## src/rtl/light_pkg.sv

```systemverilog
// Shared types and constants for the light-push column controller.
// Holds the round/match state encoding, the winner codes driven on the
// winner output, and a helper that sizes the post-round display counter.
package light_pkg;

  // Round/match sequencing states.
  //   INIT : column reset strobe is high for one cycle
  //   PLAY : presses are accepted and turned into moves or a round win
  //   HOLD : winner is displayed for a fixed number of cycles
  //   OVER : match finished, everything frozen until Reset
  typedef enum logic [1:0] {
    INIT = 2'd0,
    PLAY = 2'd1,
    HOLD = 2'd2,
    OVER = 2'd3
  } state_t;

  // Encoding of the winner output.
  localparam logic [1:0] WIN_NONE   = 2'd0;
  localparam logic [1:0] WIN_UP     = 2'd1;
  localparam logic [1:0] WIN_BOTTOM = 2'd2;

  // Width of a counter that must be able to hold 0..hold_cycles.
  function automatic int hold_cnt_width(input int hold_cycles);
    return $clog2(hold_cycles + 1);
  endfunction

endpackage

```

## src/rtl/light_column_ctrl_btn_sync_edge.sv

```systemverilog
// Button conditioner: synchronises one raw asynchronous button into the
// Clock domain and turns each rising edge into a single-cycle press.
// Latency: a raw level first sampled at edge n shows up as press during
// the cycle after edge n+SYNC_STAGES-1. No backpressure.
//
// Ports:
//   Clock  : system clock
//   Reset  : synchronous, active-high; clears the chain and edge history
//   raw    : asynchronous button level, active-high
//   press  : one-cycle strobe on each synchronised rising edge
module btn_sync_edge
  import light_pkg::*;
#(
  parameter int SYNC_STAGES = 2
) (
  input  logic Clock,
  input  logic Reset,
  input  logic raw,
  output logic press
);

  // sync[0] is the metastability-catching flop; sync[SYNC_STAGES-1] is the
  // first stage that is safe to use in logic.
  logic [SYNC_STAGES-1:0] sync;
  logic                   sync_prev;

  always_ff @(posedge Clock) begin
    if (Reset) begin
      sync      <= '0;
      sync_prev <= 1'b0;
    end else begin
      sync      <= {sync[SYNC_STAGES-2:0], raw};
      sync_prev <= sync[SYNC_STAGES-1];
    end
  end

  // The history flop keeps updating regardless of what the consumer does
  // with press, so a held button never produces a second press.
  assign press = sync[SYNC_STAGES-1] & ~sync_prev;

endmodule

```

## src/rtl/light_column_ctrl.sv

```systemverilog
// Round/match controller for the centre-light column of the light-push game.
// Latency: button edge sampled at edge n -> move pulse registered at edge
// n+SYNC_STAGES (high for one cycle). No backpressure; presses outside PLAY
// are dropped.
//
// Ports:
//   Clock, Reset  : system clock, synchronous active-high reset
//   btn_up        : raw up-player button
//   btn_bottom    : raw bottom-player button
//   lights_in     : lightOn vector from the cells, bit 0 = bottom end
//   up_pulse      : one-cycle move-up strobe to the cells
//   bottom_pulse  : one-cycle move-down strobe to the cells
//   cell_reset    : re-centres the column (high in reset and in INIT)
//   up_score      : rounds won by the up player
//   bottom_score  : rounds won by the bottom player
//   winner        : WIN_NONE / WIN_UP / WIN_BOTTOM, valid in HOLD and OVER
//   match_over    : high once a player reaches WIN_SCORE
module light_column_ctrl
  import light_pkg::*;
#(
  parameter int NUM_LIGHTS  = 9,
  parameter int SCORE_W     = 3,
  parameter int WIN_SCORE   = 3,
  parameter int HOLD_CYCLES = 4,
  parameter int SYNC_STAGES = 2
) (
  input  logic                  Clock,
  input  logic                  Reset,
  input  logic                  btn_up,
  input  logic                  btn_bottom,
  input  logic [NUM_LIGHTS-1:0] lights_in,
  output logic                  up_pulse,
  output logic                  bottom_pulse,
  output logic                  cell_reset,
  output logic [SCORE_W-1:0]    up_score,
  output logic [SCORE_W-1:0]    bottom_score,
  output logic [1:0]            winner,
  output logic                  match_over
);

  localparam int                 HOLD_W      = hold_cnt_width(HOLD_CYCLES);
  localparam logic [HOLD_W-1:0]  HOLD_LAST   = HOLD_W'(HOLD_CYCLES - 1);
  localparam logic [SCORE_W-1:0] SCORE_MAX   = '1;
  localparam logic [SCORE_W-1:0] WIN_SCORE_V = SCORE_W'(WIN_SCORE);

  state_t             state;
  logic [HOLD_W-1:0]  hold_cnt;

  logic               press_up;
  logic               press_bottom;
  logic               accept_up;
  logic               accept_bottom;
  logic               top_lit;
  logic               bottom_lit;
  logic [SCORE_W-1:0] winner_score;
  logic               unused_lights;

  // ---------------------------------------------------------------------
  // Button conditioning, one instance per player
  // ---------------------------------------------------------------------
  btn_sync_edge #(
    .SYNC_STAGES(SYNC_STAGES)
  ) u_sync_up (
    .Clock(Clock),
    .Reset(Reset),
    .raw  (btn_up),
    .press(press_up)
  );

  btn_sync_edge #(
    .SYNC_STAGES(SYNC_STAGES)
  ) u_sync_bottom (
    .Clock(Clock),
    .Reset(Reset),
    .raw  (btn_bottom),
    .press(press_bottom)
  );

  // ---------------------------------------------------------------------
  // Arbitration and end-of-column detection
  // ---------------------------------------------------------------------
  // Presses landing in the same cycle cancel each other: neither player
  // gets an advantage from a tie.
  assign accept_up     = press_up & ~press_bottom;
  assign accept_bottom = press_bottom & ~press_up;

  // Only the two end cells decide a round. The column is trusted to be
  // one-hot; a malformed vector is passed through without correction.
  assign top_lit    = lights_in[NUM_LIGHTS-1];
  assign bottom_lit = lights_in[0];

  // The interior cells are never inspected by the controller.
  assign unused_lights = ^lights_in;

  // Score of whoever won the round that is currently being displayed.
  assign winner_score = (winner == WIN_UP) ? up_score : bottom_score;

  function automatic logic [SCORE_W-1:0] sat_inc(input logic [SCORE_W-1:0] s);
    return (s == SCORE_MAX) ? s : s + SCORE_W'(1);
  endfunction

  // ---------------------------------------------------------------------
  // Round / match sequencer. Every output is a flop written here so the
  // cells see glitch-free strobes.
  // ---------------------------------------------------------------------
  always_ff @(posedge Clock) begin
    if (Reset) begin
      state        <= INIT;
      hold_cnt     <= '0;
      up_pulse     <= 1'b0;
      bottom_pulse <= 1'b0;
      cell_reset   <= 1'b1;
      up_score     <= '0;
      bottom_score <= '0;
      winner       <= WIN_NONE;
      match_over   <= 1'b0;
    end else begin
      // Move strobes are single-cycle by construction.
      up_pulse     <= 1'b0;
      bottom_pulse <= 1'b0;

      case (state)
        // cell_reset entered this state already high (from Reset or from
        // the end of HOLD), so leaving after one cycle gives a one-cycle
        // column reset.
        INIT: begin
          cell_reset <= 1'b0;
          state      <= PLAY;
        end

        // A push off the end wins the round instead of moving the light,
        // so no pulse is issued in that case.
        PLAY: begin
          if (accept_up) begin
            if (top_lit) begin
              up_score <= sat_inc(up_score);
              winner   <= WIN_UP;
              hold_cnt <= '0;
              state    <= HOLD;
            end else begin
              up_pulse <= 1'b1;
            end
          end else if (accept_bottom) begin
            if (bottom_lit) begin
              bottom_score <= sat_inc(bottom_score);
              winner       <= WIN_BOTTOM;
              hold_cnt     <= '0;
              state        <= HOLD;
            end else begin
              bottom_pulse <= 1'b1;
            end
          end
        end

        // The score compared here already includes the round just won.
        HOLD: begin
          if (hold_cnt == HOLD_LAST) begin
            if (winner_score == WIN_SCORE_V) begin
              match_over <= 1'b1;
              state      <= OVER;
            end else begin
              winner     <= WIN_NONE;
              cell_reset <= 1'b1;
              state      <= INIT;
            end
          end else begin
            hold_cnt <= hold_cnt + HOLD_W'(1);
          end
        end

        // Sticky until Reset; all state is frozen.
        OVER: begin
        end

        default: begin
          state <= INIT;
        end
      endcase
    end
  end

endmodule

```

## config.mk

```make
export PLATFORM = sky130hd
export DESIGN_NAME = light_column_ctrl
export DESIGN_NICKNAME = d
export VERILOG_FILES = /design/src/rtl/light_pkg.sv /design/src/rtl/light_column_ctrl_btn_sync_edge.sv /design/src/rtl/light_column_ctrl.sv
export SDC_FILE = /design/constraint.sdc
export NUM_CORES = 1
export LEC_CHECK = 0
export CORE_ASPECT_RATIO = 1.1
export CORE_MARGIN = 4
export CORE_UTILIZATION = 44
export DETAILED_ROUTE_END_ITERATION = 6
export GPL_ROUTABILITY_DRIVEN = 0
export PLACE_DENSITY_LB_ADDON = 0.2
export SLEW_MARGIN = 20
export SYNTH_ARGS = -nofsm -noshare
export SYNTH_HDL_FRONTEND = slang
export SYNTH_SLANG_ARGS = --single-unit
```

## constraint.sdc

```tcl
create_clock -name Clock -period 1.6 [get_ports Clock]
set_input_delay 0.16 -clock Clock [delete_from_list [all_inputs] [get_ports Clock]]
set_output_delay 0.16 -clock Clock [all_outputs]
set_load 0.1 [all_outputs]
```

Word level (Yosys, flattened, before mapping)
Index checks and enable logic that the tools add are counted.
Widths: inputs -> output; s select.
- output and inout port bits: 12
- register bits: 23
- word-level logic and storage cells: 79
- input bits: 13
- bitwise gates (word level): 13
- reductions and logical operators: 13
- eq/ne operators: 13
- muxes and demuxes: 24
- add/sub/neg operators: 3
- operators with widths (cell ; count):
    $mux 2 ; 10
    $mux 3 ; 6
    $reduce_and 5->1 ; 3
    $add 3x1->3 const B ; 3
    $ne 3x3->1 const B ; 3
    $not 1->1 ; 9
    $eq 3x2->1 const B ; 2
    $eq 3x3->1 const B ; 2
    $ne 2x2->1 const B ; 3
    $pmux 2 s3 ; 1
    $pmux 3 s2 ; 1
    $reduce_and 3->1 ; 2
    $reduce_and 6->1 ; 1
    $and 1x1->1 ; 4
    $eq 2x1->1 const B ; 2
    $mux 1 ; 4
    $pmux 2 s2 ; 1
    $reduce_and 4->1 ; 1
    $reduce_bool 2->1 ; 2
    $reduce_or 4->1 ; 1
    $reduce_bool 3->1 ; 1
    $reduce_or 3->1 ; 1
    $eq 2x2->1 const B ; 1
    $logic_not 2->1 ; 1
    $pmux 1 s2 ; 1

Depth between registers and ports, before layout
Gate-level depths: netlist of run 1.
- depth in word-level cells: 7
- mapped depth: 7
- mapped depth without buffers: 7

Modules after synthesis
From an unflattened synthesis of run 1, not the netlist that was laid out.
- cell total of the unflattened synthesis: 121
- area total of the unflattened synthesis: 1196.1 sq um
- by module, submodules not included (module ; instances ; area each (sq um) ; cells each):
    light_column_ctrl ; 1 ; 1021.0 ; 107
    btn_sync_edge ; 2 ; 87.6 ; 7

Worst setup path before layout of run 1
OpenSTA, ideal clock, no wires.
- path type: flip-flop to flip-flop
- from: register up_score[2]
- to: register winner[0]
- cell stages (with the launch flop): 5
- required time: 1.481 ns
- period minus slack after synthesis: 1.991 ns
- path buffers: 0
- slack: -0.391 ns
- data arrival time: 1.872 ns
- cells stage by stage: dfxtp_1 > and4bb_2 > a221oi_2 > o32ai_1 > a22o_1
- cells in the longest elaborated chain, start to end: 4
- RTL lines (what ; line ; source):
    start: declaration ; light_column_ctrl.sv:35 ; output logic [SCORE_W-1:0] up_score,
    start signal: assignment ; light_column_ctrl.sv:136 ; up_score <= sat_inc(up_score);
    $mux 3 ; light_column_ctrl.sv:96 ; assign winner_score = (winner == WIN_UP) ? up_score : bottom_score;
    $eq 3x2->1 ; light_column_ctrl.sv:158 ; if (winner_score == WIN_SCORE_V) begin
    $ne 2x2->1 (no source line) ; -- ;
    $reduce_and 6->1 (no source line) ; -- ;
    end signal: assignment ; light_column_ctrl.sv:115 ; winner <= WIN_NONE;
    end signal: assignment ; light_column_ctrl.sv:146 ; winner <= WIN_BOTTOM;
    end signal: assignment ; light_column_ctrl.sv:162 ; winner <= WIN_NONE;
    end: declaration ; light_column_ctrl.sv:37 ; output logic [1:0] winner,
No other way between the ends.
A chain may end at the register's enable or synchronous reset.

Worst setup path in the final report of run 1
- from: register u_sync_bottom.sync_prev
- to: register bottom_score[0]
- cells in the longest elaborated chain, start to end: 6
- RTL lines (what ; line ; source):
    start: declaration ; light_column_ctrl_btn_sync_edge.sv:25 ; logic sync_prev;
    start signal: assignment ; light_column_ctrl_btn_sync_edge.sv:33 ; sync_prev <= sync[SYNC_STAGES-1];
    $not 1->1 (*) ; light_column_ctrl_btn_sync_edge.sv:39 ; assign press = sync[SYNC_STAGES-1] & ~sync_prev;
    $and 1x1->1 (*) ; light_column_ctrl_btn_sync_edge.sv:39 ;
    $not 1->1 ; light_column_ctrl.sv:84 ; assign accept_up = press_up & ~press_bottom;
    $and 1x1->1 ; light_column_ctrl.sv:84 ;
    $not 1->1 (no source line) ; -- ;
    $reduce_and 5->1 (no source line) (*) ; -- ;
    end signal: assignment ; light_column_ctrl.sv:145 ; bottom_score <= sat_inc(bottom_score);
    end: declaration ; light_column_ctrl.sv:36 ; output logic [SCORE_W-1:0] bottom_score,
Every way passes the cells marked *; elsewhere a longest branch is shown, timed or not.

==> impl_results.md, run 1 <==
* Fmax at 628 MHz
* Die height at 61.2 microns
* Global-route wire length before repair at 4250 microns
* Hold Path Sink: u_sync_up.sync[0]
* Final worst path period share at 99.5%
* Pre-CTS WS at -0.104 ns
* CP max FO at 3
* Post-synthesis mux area share at under 10%
* Reg-to-reg setup timing slack at 0.007 ns
* P per Cell Area at between 900 and 1000 nW/um^2
* Detailed Routing Iterations Pass 1 at 3
* Critical Path RT at around 1.8 ns
* Simple-Gate Fraction of Synth Area at roughly 22%
* Syn Inst Count at 113
* Rows at 19
* Synth async-reset ratio at 0%
* Tot GR Track Use at 16.1%
* Worst Slack Setup Final at between 0.007 and 0.008 ns
* Post-DP HPWL at 1930 microns
* Root Driver: clkbuf_4
* LEAKAGE at 0.718 nW
* Post-synthesis xor/xnor area fraction at around 2.3%
* Worst-Skew Late Latency at roughly 0.31 ns
* Ant diodes at 0
* H-Tree Depth at 1
* Min-delay src: btn_up
* I/O pins at 25
* Synth Area in Compound Gates at 13.6%
* Dpl cells at 170
* WS Path Type: reg -> reg
* CTS buffer count at 3
* Core Region at ~2500 sq um
* EDFF count, synth at 0
* Die W at 56.4 microns
* CTS tree: built
* Final Hold Fails at 0
* DRC viols at 0
* Worst R2R Start: u_sync_bottom.sync_prev
* Maximum VDD drop at 0.733 mV
* Worst slew margin at 77.3%
* Initial DRC count at 12
* Worst Max-Slew Pin Slew at 0.339 ns
* # setup viols final at 0
* Critical path launch point type: flop
* Footprint of the multi-input gates at 806 sq um
* Max-slew violations at 0
* Area delta synth->final at 60.0%
* I/O Buffers at 17
* Syn nets at 139
* Register bit total from synthesis at 23
* CP Capture Type: flop
* CTS Buffer Depth at 2
* Non-filler cells, final at 178
* Starting Density at a little under half
* Total number of vias at 952
* Proportion of layout cells with a drive suffix above 1 at 48.3%
* Status: finished, final reports clean
* Register area at around 500 sq um
* RSZ-0062 raised after global routing: true
* Most common cell after layout, fill and taps aside: buf_4
* Initial antenna violation count at 0
* Dominant combinational cell family by area after synthesis: simple AND/OR/NAND/NOR gates
* Crit path arrival time at between 1.5 and 2 ns
* Number of global-route vias before repair at roughly 970
* Synthesized area at 1130 sq um
* Adder-cell area share of the yosys netlist at around 14%
* Layout filler cell count at 182
* Netlist cell types at 33
* Clock-pin transition on the worst setup and hold timing paths at 0.13 ns
* Commonest non-fill, non-tap cells in the layout: buf_4, buf_12, nor2_1, dfxtp_1, dfxtp_2
* Final net count at 174
* Vias per inst at 5.35
* WL/cell at ~15 microns
* Clk sinks at 23
* Max-cap viol count at 0
* RR Endpoint: bottom_score[0]
* Synth warn at 0
* Sequential area share after synthesis at 40.6%
* Gr ovfl total at 0
* Worst Hold Depth at 2
* Drt total wl at 2700 microns
* Largest net degree at the start of global routing at 16
* Tmin final at 1.59 ns
* Hold WS at roughly 0.38 ns
* Avg Cell Area, Syn at ~10 sq um
* Post-route ant nets at 0
* Post-CTS Hold Fix Bufs at 0
* Worst hold path type: in -> reg
* Die area at 3450 sq um
* Clk_skew at 0.00686 ns
* R2R cell count at 8
* Ys flop type: dfxtp_1
-- power breakdown --
part	switching, W	internal (W)	leakage, nW
sequential	0.0000496	0.000614	0.195
clock	0.000175	0.0000935	0.0177
combinational	0.000403	0.000329	0.505
total	0.000628	0.00104	0.718
-- synth_stat cells, drive strengths merged (2+ instances only) --
cell,number,area (sq um)
nor2b,9,56.3
nor2,12,45.0
nor3b,3,22.5
a22o,3,26.3
xnor2,2,17.5
nor3,3,15.0
inv,7,26.3
dfxtp,23,460
a21oi,5,25.0
mux2i,4,40.0
nand2b,3,18.8
o32ai,2,17.5
nand4b,2,17.5
clkbuf,2,7.51
ha,13,163
nand2,4,17.5
-- layer usage --
metal | up-vias | share of wire (%) | track usage, %
li1 | 475 | - | -
met1 | 453 | 39 | 15.7
met2 | 15 | 55 | 32.1
met3 | 9 | 2.9 | 2.73
met4 | 0 | 3.3 | 10.5
met5 | - | 0 | 0
-- flip-flops by register name (all words and copies together), names as in the netlist, 2 cells and up --
signal and flops:
up_score 3, bottom_score 3, state 2, u_sync_up.sync 2
u_sync_bottom.sync 2, winner 2, hold_cnt 3
-- critical path, stage by stage (launching register included) --
cell and delay [ns]:
dfxtp_2 0.34, nand2b_4 0.17, inv_4 0.07, ha_4 0.14, nand2_4 0.06, nor4b_4 0.39
buf_4 0.19, xnor2_2 0.10, nor2_1 0.06
-- final cells by class --
cell class                      count  share of cell area (%)
Clock buffer                        3                    1.24
Clock inverter                      1                   0.276
Inverter                            7                    1.72
Multi-Input combinational cell     80                    44.4
Sequential cell                    23                    27.2
Tap cell                           31                    2.14
Timing Repair Buffer               33                    23.0
-- worst max-delay path by stage --
stage / from / endpoint / slack (ns) / cells past startpoint
2_1_floorplan: bottom_score[0] / bottom_score[2] / 0.002 / 5
3_3_place_gp: u_sync_bottom.sync_prev / state[1] / -0.07 / 7
3_5_place_dp: u_sync_up.sync_prev / state[1] / -0.10 / 7
4_1_cts: u_sync_up.sync_prev / state[0] / -0.006 / 7
5_1_grt: u_sync_bottom.sync_prev / bottom_score[2] / -0.04 / 7
6_report: u_sync_bottom.sync_prev / bottom_score[0] / 0.007 / 8
-- logic make-up after synthesis --
kind of cell / after synthesis
flops: 23
fa+ha+maj: 13
mux: 4
simple gates: 41
compound gates: 19
buf+inv: 10
xor+xnor: 3
-- what timing repair did --
action                                  in CTS  in global routing
endpoints found under the setup margin       8                 11
gates resized for setup                     20                 24
gates cloned                                 0                  0
pin swaps                                    6                 11
buffers inserted                             3                  1
hold endpoints to repair                     0                  0
-- through the flow --
step / setup TNS [ns] / util, % / power (W) / instance area (sq um)
2_1_floorplan: 0 / - / 0.00104 / 1160
3_3_place_gp: -0.302 / 63.3 / 0.00125 / 1570
3_5_place_dp: -0.530 / 63.3 / 0.00126 / 1570
4_1_cts: -0.00638 / 69.4 / 0.00161 / 1720
5_1_grt: -0.155 / 73.4 / 0.00176 / 1810
6_report: 0 / 73.4 / 0.00166 / 1810
Power figures use the tool's default switching activity.
==> run 2, diff against run 1 <==
GPL_ROUTABILITY_DRIVEN = not set   (was 0)
==> results of run 2 <==
The final DEF is identical to that of run 1; final timing and power are the same.
